===== config.mk =====
export PLATFORM = sky130hd
export DESIGN_NAME = fifo_fft_framer
export DESIGN_NICKNAME = d
export VERILOG_FILES = /design/src/rtl/fifo_fft_framer.sv
export SDC_FILE = /design/constraint.sdc
export NUM_CORES = 1
export LEC_CHECK = 0
export CAP_MARGIN = 20
export CELL_PAD_IN_SITES_DETAIL_PLACEMENT = 1
export CELL_PAD_IN_SITES_GLOBAL_PLACEMENT = 1
export CORE_ASPECT_RATIO = 0.7
export CORE_MARGIN = 4
export CORE_UTILIZATION = 25
export DETAILED_ROUTE_END_ITERATION = 12
export GPL_TIMING_DRIVEN = 0
export PLACE_DENSITY = 0.68
export SYNTH_ARGS = -nofsm -noshare
export SYNTH_HDL_FRONTEND = slang
export SYNTH_SLANG_ARGS = --single-unit

===== constraint.sdc =====
create_clock -name clk -period 3 [get_ports clk]
set_input_delay 0.9 -clock clk [delete_from_list [all_inputs] [get_ports clk]]
set_output_delay 0.9 -clock clk [all_outputs]
set_load 0.05 [all_outputs]

===== src/rtl/fifo_fft_framer.sv =====
// Frames a stream of FIFO samples into fixed-length FFT input frames.
// Samples are converted from offset-binary to signed two's complement, shifted,
// and presented as {imag=0, real} with a valid/ready handshake and m_last marking.
module fifo_fft_framer #(
  parameter int DATA_WIDTH     = 8,
  parameter int FRAME_LEN_LOG2 = 10,
  parameter int OUT_WIDTH      = 16,
  parameter int SHIFT          = 4
) (
  input  logic                   clk,
  input  logic                   rst,
  input  logic                   frame_start,
  input  logic [DATA_WIDTH-1:0]  fifo_rd_data,
  input  logic                   fifo_empty,
  output logic                   fifo_rd_en,
  output logic [2*OUT_WIDTH-1:0] m_data,
  output logic                   m_valid,
  input  logic                   m_ready,
  output logic                   m_last,
  output logic                   busy,
  output logic                   frame_done,
  output logic                   underrun
);

  localparam int CW = FRAME_LEN_LOG2 + 1;
  localparam logic [CW-1:0] FRAME_LEN = {1'b1, {FRAME_LEN_LOG2{1'b0}}};
  localparam logic [CW-1:0] LAST_IDX  = FRAME_LEN - {{(CW-1){1'b0}}, 1'b1};

  typedef enum logic {
    IDLE,
    STREAM
  } state_t;

  state_t                state_q, state_d;
  logic [CW-1:0]         rdCount_q;
  logic [CW-1:0]         txCount_q;
  logic                  inFlight_q;
  logic [DATA_WIDTH-1:0] sampleBuf_q [2];
  logic                  wrPtr_q;
  logic                  rdPtr_q;
  logic [1:0]            occ_q;
  logic                  frameDone_q;
  logic                  underrun_q;

  logic                  pop;
  logic                  lastXfer;
  logic                  startAccept;
  logic                  underrunSet;
  logic                  pushBuf;
  logic                  popBuf;
  logic [1:0]            pending;
  logic [DATA_WIDTH-1:0] head;
  logic [DATA_WIDTH-1:0] offsetSample;
  logic [OUT_WIDTH-1:0]  realExt;
  logic [OUT_WIDTH-1:0]  realShift;

  // Handshake, read throttling and next-state decode; the head sample bypasses
  // the buffer when it is empty so the first sample appears as soon as it returns.
  always_comb begin
    state_d      = state_q;
    head         = sampleBuf_q[rdPtr_q];
    m_valid      = (occ_q != 2'd0) || inFlight_q;
    pop          = 1'b0;
    m_last       = 1'b0;
    lastXfer     = 1'b0;
    pending      = 2'd0;
    fifo_rd_en   = 1'b0;
    startAccept  = 1'b0;
    underrunSet  = 1'b0;
    pushBuf      = 1'b0;
    popBuf       = 1'b0;

    if (occ_q == 2'd0) begin
      head = fifo_rd_data;
    end

    pop      = m_valid && m_ready;
    m_last   = m_valid && (txCount_q == LAST_IDX);
    lastXfer = pop && m_last;
    pending  = occ_q + {1'b0, inFlight_q} - {1'b0, pop};
    pushBuf  = inFlight_q && !((occ_q == 2'd0) && pop);
    popBuf   = pop && (occ_q != 2'd0);

    fifo_rd_en = (state_q == STREAM) && !fifo_empty &&
                 (rdCount_q < FRAME_LEN) && (pending < 2'd2);

    underrunSet = (state_q == STREAM) && (occ_q == 2'd0) && !inFlight_q &&
                  fifo_empty && (rdCount_q < FRAME_LEN);

    case (state_q)
      IDLE: begin
        if (frame_start) begin
          startAccept = 1'b1;
          state_d     = STREAM;
        end
      end
      STREAM: begin
        if (lastXfer) begin
          state_d = IDLE;
        end
      end
      default: state_d = IDLE;
    endcase
  end

  // Offset-binary to two's complement, sign-extend, scale; imag is always zero.
  always_comb begin
    offsetSample = {~head[DATA_WIDTH-1], head[DATA_WIDTH-2:0]};
    realExt      = {{(OUT_WIDTH-DATA_WIDTH){offsetSample[DATA_WIDTH-1]}}, offsetSample};
    realShift    = realExt << SHIFT;
    m_data       = '0;
    if (m_valid) begin
      m_data[OUT_WIDTH-1:0] = realShift;
    end
  end

  // State, frame counters, status flags and the two-entry sample buffer.
  always_ff @(posedge clk) begin
    if (rst) begin
      state_q        <= IDLE;
      rdCount_q      <= '0;
      txCount_q      <= '0;
      inFlight_q     <= 1'b0;
      sampleBuf_q[0] <= '0;
      sampleBuf_q[1] <= '0;
      wrPtr_q        <= 1'b0;
      rdPtr_q        <= 1'b0;
      occ_q          <= 2'd0;
      frameDone_q    <= 1'b0;
      underrun_q     <= 1'b0;
    end else begin
      state_q     <= state_d;
      frameDone_q <= lastXfer;
      inFlight_q  <= fifo_rd_en;

      if (startAccept) begin
        rdCount_q  <= '0;
        txCount_q  <= '0;
        underrun_q <= 1'b0;
      end else begin
        if (fifo_rd_en) begin
          rdCount_q <= rdCount_q + {{(CW-1){1'b0}}, 1'b1};
        end
        if (pop) begin
          txCount_q <= txCount_q + {{(CW-1){1'b0}}, 1'b1};
        end
        if (underrunSet) begin
          underrun_q <= 1'b1;
        end
      end

      if (pushBuf) begin
        sampleBuf_q[wrPtr_q] <= fifo_rd_data;
        wrPtr_q              <= ~wrPtr_q;
      end
      if (popBuf) begin
        rdPtr_q <= ~rdPtr_q;
      end
      occ_q <= occ_q + {1'b0, pushBuf} - {1'b0, popBuf};
    end
  end

  assign busy       = (state_q == STREAM);
  assign frame_done = frameDone_q;
  assign underrun   = underrun_q;

endmodule


==> impl_metrics.py, run 1 <==
metrics = {
    "grt": {
        "grt_use_total_pct": 10.2,
        "grt_pass1_wl_um": 9560,
        "antenna_found_initial": 0,
        "gr-total-overflow": 0,
        "grt_pass1_vias": 1928,
        "grt_max_degree": 17,
    },
    "final_layout": {
        "synthToLayoutAreaGrowth_pct": 29.4,
        "fill_cells": 1082,
        "utilization_pct": 33.8,
        "final_cells": 432,
        "multi_input_area_sq_um": 1160,
        "final_common_cell": "dfxtp_1",
        "drive_gt1_share_pct": 20.8,
        "fin_nets": 324,
        "final_cell_mix": "dfxtp_1, nor2_1, buf_4",
        "ff_latch_area_sq_um": 1100,
        "antenna_cells": 0,
    },
    "detailed_routing": {
        "wl_um": 5580,
        "wl_per_cell_um": 12.9,
        "firstDrtPassIters": 4,
        "avgViaCountPerCell": 4.25,
        "route.detailed.drc": 0,
        "ant_nets": 0,
        "drt_iter0_drc": 66,
        "dr_total_vias": 1836,
    },
    "worst_setup_path": {
        "critPathSlowestCell": "clkdlybuf4s50_1",
        "start_kind": "input pin",
        "critical_path_class": "in2out",
        "cp-end-kind": "output pin",
        "cp_cell_sequence": "clkdlybuf4s50_1 -> nand3b_1 -> o21ai_2 -> buf_4 -> buf_2",
        "required_ns": 2.10,
        "crit_buf_inv": 3,
        "critPathMaxStageDelay_ns": 0.44,
        "worst-path-max-fanout": 5,
        "crit_arrival_ns": 2.03,
        "path_delay_family": "buffers and inverters",
    },
    "floorplanning": {
        "core.rowCount": 29,
        "ios": 51,
        "core_area_sq_um": 9250,
        "die_x_um": 125,
        "initial_core_util_pct": 26.1,
        "dieHeight_um": 90.2,
        "dieArea_sq_um": 11300,
    },
    "logic_synthesis": {
        "ys_seq_elements": 47,
        "synth_top_flop_cell": "dfxtp_1",
        "yosys_warnings": 0,
        "synth-edff-count": 16,
        "synth-seq-area-share_pct": 45.6,
        "postSynthCellCount": 251,
        "syn_area_sq_um": 2410,
        "synth_cell_types": 39,
        "avgSynthCellArea_sq_um": 9.62,
        "synth-async-reset-ratio_pct": 0,
    },
    "job": {
        "cap_violations": 0,
    },
    "clocking": {
        "cts-htree-levels": 2,
        "cts.sinks": 47,
        "cts_made_buffers": 5,
        "root_buffer": "clkbuf_16",
        "clock_latency_ns": 0.29,
        "ctsHoldBuffers": 0,
        "cts_tree": "built",
        "cts_buffer_depth": 2,
        "clk_pin_slew_ns": 0.07,
    },
    "min_path": {
        "hold_path.class": "reg2reg",
    },
    "timing": {
        "setup_slack_ns": 0.0685,
        "period_share_pct": 97.7,
        "finalHoldViolations": 0,
        "slew_headroom_pct": 42.1,
        "slew_violations": 0,
        "clock-skew-final_ns": 0.00874,
        "max_freq_mhz": 341,
        "setup_viol": 0,
        "max_slew.worst_pin.slew_ns": 0.867,
        "period_needed_ns": 2.93,
        "rsz0062_at_grt": "false",
    },
    "placed_design": {
        "port_buffers": 30,
        "dp_cells": 424,
        "dp_hpwl_um": 4190,
        "gp_congestion": 0.786,
        "dp_slack_ns": -1.05,
    },
    "power": {
        "p_leak_uw": 0.00123,
        "power.density_nw_per_um2": 783,
        "ir_drop_uv": 257,
    },
    "outcome": {
        "status": "complete, no violations",
    },
}
==> cell usage after synthesis, types with 2 or more instances <==
library cell / instances / share of area [%]
nor2_2: 2 / 0.52
buf_2: 3 / 0.62
o21ai_0: 12 / 2.5
buf_4: 24 / 7.5
ha_1: 4 / 2.1
nor2_1: 26 / 4.0
clkbuf_1: 7 / 1.1
and2_1: 17 / 4.4
nand4_1: 4 / 1.0
xor2_1: 10 / 3.6
nor2b_1: 5 / 1.3
mux2i_1: 7 / 2.9
nand2_1: 13 / 2.0
xnor2_1: 11 / 4.0
inv_1: 4 / 0.62
and4_1: 3 / 1.1
edfxtp_1: 16 / 20
nor3_1: 6 / 1.2
nand3_1: 17 / 3.5
a21oi_1: 5 / 1.0
o21bai_1: 2 / 0.62
or3_1: 3 / 0.78
nor4_1: 2 / 0.52
dfxtp_1: 31 / 26
nor4_4: 3 / 2.6
==> worst reg2reg max path: cells and delay by family (launching register included) <==
family	cells	cell delay (ns)
and+or+nand+nor	5	1.17
DFF	1	0.49
==> report_power, final <==
| group | internal (uW) | leakage, uW | switching, uW | total, uW |
|---|---|---|---|---|
| registers | 701 | 0.000416 | 50.7 | 752 |
| logic | 292 | 0.000716 | 668 | 960 |
| clock network | 483 | 0.0000959 | 252 | 735 |
==> sequential cells by signal, indices dropped and copies added, names as in the netlist, named ones only <==
signal	count
sampleBuf_q	16
rdCount_q	11
txCount_q	11
occ_q	2
busy	1
frame_done	1
inFlight_q	1
rdPtr_q	1
underrun	1
wrPtr_q	1
==> final timing paths <==
path,slack (ns),start,depth (start not counted),endpoint
max,0.07,fifo_rd_data[7],5,m_data[13]
max reg2reg,1.04,occ_q[0],5,sampleBuf_q[1][5]
min,0.47,underrun,2,underrun
min reg2reg,0.47,underrun,2,underrun
==> cells by family after synthesis <==
family,after synthesis,synth area share (%)
mux,8,3.37
flops,47,45.6
fa+ha+maj,4,2.07
buf+inv,39,10.3
xor+xnor,21,7.62
other cells,1,0.155
compound gates,23,5.50
simple gates,108,25.4
==> cell type report <==
type | instances | share of cell area, %
sequential | 47 | 35.2
clock buffer | 5 | 4.00
tap | 124 | 4.97
inverter | 4 | 0.481
buffer | 34 | 7.57
multi-input combinational | 184 | 37.1
timing repair buffer | 31 | 8.37
clock inverter | 3 | 2.28
==> what timing repair did <==
| action | CTS | global route |
|---|---|---|
| pin swaps | 1 | 2 |
| setup buffers | 0 | 1 |
| gates resized for setup | 61 | 20 |
| setup endpoints to repair | 15 | 12 |
==> through the flow <==
step                TNS, ns  total power, uW  cell area (sq um)  hold slack (ns)
finish                    0             2450               3120            0.474
global route              0             2580               3120            0.509
CTS                 -0.0320             2480               3150            0.477
detailed placement    -5.60             1790               2940            0.461
global placement      -5.40             1770               2940            0.457
floorplan                 0             1490               2490            0.440
==> layer usage <==
| layer | GRT usage, % | part of all wire [%] |
|---|---|---|
| met3 | 2.31 | 3.2 |
| met1 | 12.9 | 46 |
| met2 | 17.2 | 49 |
| met5 | 0 | 0 |
| met4 | 3.52 | 1.5 |
Power figures use the tool's default switching activity.
==> run 2: changes to the inputs <==
Settings changed: SKIP_LAST_GASP set to 1.
==> impl_metrics.py, run 2 (synthesis gave the netlist of run 1 again) <==
metrics = {
    "final_layout": {
        "final_common_cell": "dfxtp_1",
        "fin_nets": 324,
        "synthToLayoutAreaGrowth_pct": 28.8,
        "utilization_pct": 33.6,
        "post-route-cell-area_sq_um": 3110,
        "largest_reg_flops": 16,
        "antenna_cells": 0,
        "drive_gt1_share_pct": 20.5,
        "final_cell_mix": "dfxtp_1, nor2_1, buf_4",
        "largest_register": "sampleBuf_q",
        "largestRegisters": "sampleBuf_q (16), rdCount_q (11), txCount_q (11)",
    },
    "floorplanning": {
        "die_x_um": 125,
        "initial_core_util_pct": 26.1,
        "core.rowCount": 29,
        "dieArea_sq_um": 11300,
        "dieHeight_um": 90.2,
        "core_area_sq_um": 9250,
        "ios": 51,
    },
    "detailed_routing": {
        "met2_length_um": 2750,
        "wl_met3_um": 182,
        "ant_nets": 0,
        "wl_per_cell_um": 13.0,
        "wl_met1_um": 2580,
        "wl_um": 5600,
        "avgViaCountPerCell": 4.26,
        "dr_total_vias": 1839,
        "highest_layer": "met4",
        "route.detailed.drc": 0,
        "drt_iter0_drc": 77,
        "firstDrtPassIters": 4,
    },
    "timing": {
        "slew_headroom_pct": 42.1,
        "setup_slack_ns": 0.0114,
        "finalHoldViolations": 0,
        "period_needed_ns": 2.99,
        "max_slew.worst_pin.slew_ns": 0.866,
        "max_freq_mhz": 335,
        "clock-skew-final_ns": 0.00853,
        "setup_viol": 0,
        "slew_violations": 0,
        "period_share_pct": 99.6,
        "rsz0062_at_grt": "true",
    },
    "grt": {
        "grt_pass1_wl_um": 9540,
        "gr-total-overflow": 0,
        "grt_max_degree": 17,
        "grt_pass1_vias": 1933,
        "grt_use_total_pct": 10.2,
        "antenna_found_initial": 0,
    },
    "min_path": {
        "hp-start": "underrun",
        "whs_path_depth": 2,
        "holdPathEnd": "underrun",
        "hold_path.class": "reg2reg",
    },
    "placed_design": {
        "dp_hpwl_um": 4190,
        "port_buffers": 30,
        "dp_slack_ns": -1.05,
        "place_area_sq_um": 2940,
        "gp_congestion": 0.786,
    },
    "clocking": {
        "root_buffer": "clkbuf_16",
        "cts-htree-levels": 2,
        "ctsHoldBuffers": 0,
        "cts.sinks": 47,
        "cts_buffer_depth": 2,
        "clock_latency_ns": 0.29,
        "clk_pin_slew_ns": 0.07,
        "cts_tree": "built",
        "cts_made_buffers": 5,
    },
    "power": {
        "power.density_nw_per_um2": 786,
        "switching_share_pct": 39.6,
        "p_clk_share_pct": 30.1,
        "p_leak_uw": 0.00122,
        "switchingPower_uw": 969,
        "power_frac_comb_pct": 39.2,
        "seqPwrFrac_pct": 30.8,
        "ir_drop_uv": 257,
        "p_int_uw": 1470,
    },
    "worst_setup_path": {
        "required_ns": 2.10,
        "start_kind": "input pin",
        "worst-path-max-fanout": 10,
        "crit_arrival_ns": 2.09,
        "critPathMaxStageDelay_ns": 0.45,
        "critical_path_class": "in2out",
        "ff2ff_setup_slack_ns": 1.03,
        "critPathSlowestCell": "clkdlybuf4s50_1",
        "cp_cell_sequence": "clkdlybuf4s50_1 -> nor3b_2 -> o21ai_1 -> buf_6 -> nor2_4 -> buf_6",
        "reg2reg_depth": 5,
        "r2r-start": "occ_q[0]",
        "r2r-end": "sampleBuf_q[1][5]",
        "cp-end-kind": "output pin",
        "crit_path_frequent_cell": "buf_6",
    },
    "outcome": {
        "status": "complete, no violations",
    },
    "job": {
        "cap_violations": 0,
    },
}
## run 2: changes by cell type in the layout (fill, tap and decap cells not counted)
cell             previous run  this run
buf_6                       2         3
o21ai_1                     0         1
dlymetal6s2s_1              1         0
clkbuf_2                    7         8
buf_8                       1         0
clkdlybuf4s15_2             2         1
clkdlybuf4s50_1            13        14
o21ai_2                     2         1
## run 2: final cells by class
class,instances,area [sq um]
Timing Repair Buffer,31,249
Multi-Input combinational cell,184,1150
Tap cell,124,155
Inverter,4,15.0
Clock inverter,3,71.3
Sequential cell,47,1100
Buffer,34,236
Fill cell,1085,6140
Clock buffer,5,125
## run 2: critical path, delay by kind of cell
family	cells	cell delay [ns]
AO/OA/AOI/OAI	1	0.11
buffers and inverters	3	0.79
AND/OR/NAND/NOR	2	0.28
## run 2: metal layers
metal  track usage, %  vias to the layer above
li1                 -                      926
met1             12.9                      878
met2             17.2                       28
met3             2.31                        7
met4             3.52                        0
met5                0                        -
## run 2: metrics by stage
stage          instances  hold slack [ns]  setup TNS (ns)  power, uW
2_1_floorplan        270            0.440               0       1490
3_3_place_gp         424            0.457           -5.40       1770
3_5_place_dp         424            0.461           -5.60       1790
4_1_cts              431            0.477          -0.257       2480
5_1_grt              432            0.509         -0.0654       2570
6_report             432            0.474               0       2440
## run 2: timing repair
item                                    CTS  global route
pin swaps                                 0             1
gates resized for setup                  53            25
endpoints found under the setup margin   15            12
setup buffers                             0             1
gates cloned                              0             0
## run 2: power groups by stage
stage | clock [uW] | combinational (uW) | sequential (uW)
2_1_floorplan | 0 | 748 | 744
3_3_place_gp | 0 | 1020 | 742
3_5_place_dp | 0 | 1040 | 745
4_1_cts | 749 | 973 | 754
5_1_grt | 787 | 1030 | 760
6_report | 735 | 957 | 752
## run 2: how the worst max path moves through the flow
| stage | start | to | slack [ns] | cells past startpoint |
|---|---|---|---|---|
| global route | fifo_empty | fifo_rd_en | -0.07 | 6 |
| global placement | m_ready | fifo_rd_en | -1.02 | 6 |
| floorplan | fifo_empty | fifo_rd_en | 0.21 | 4 |
| finish | fifo_empty | fifo_rd_en | 0.01 | 6 |
| CTS | fifo_empty | fifo_rd_en | -0.26 | 6 |
| detailed placement | m_ready | fifo_rd_en | -1.05 | 6 |
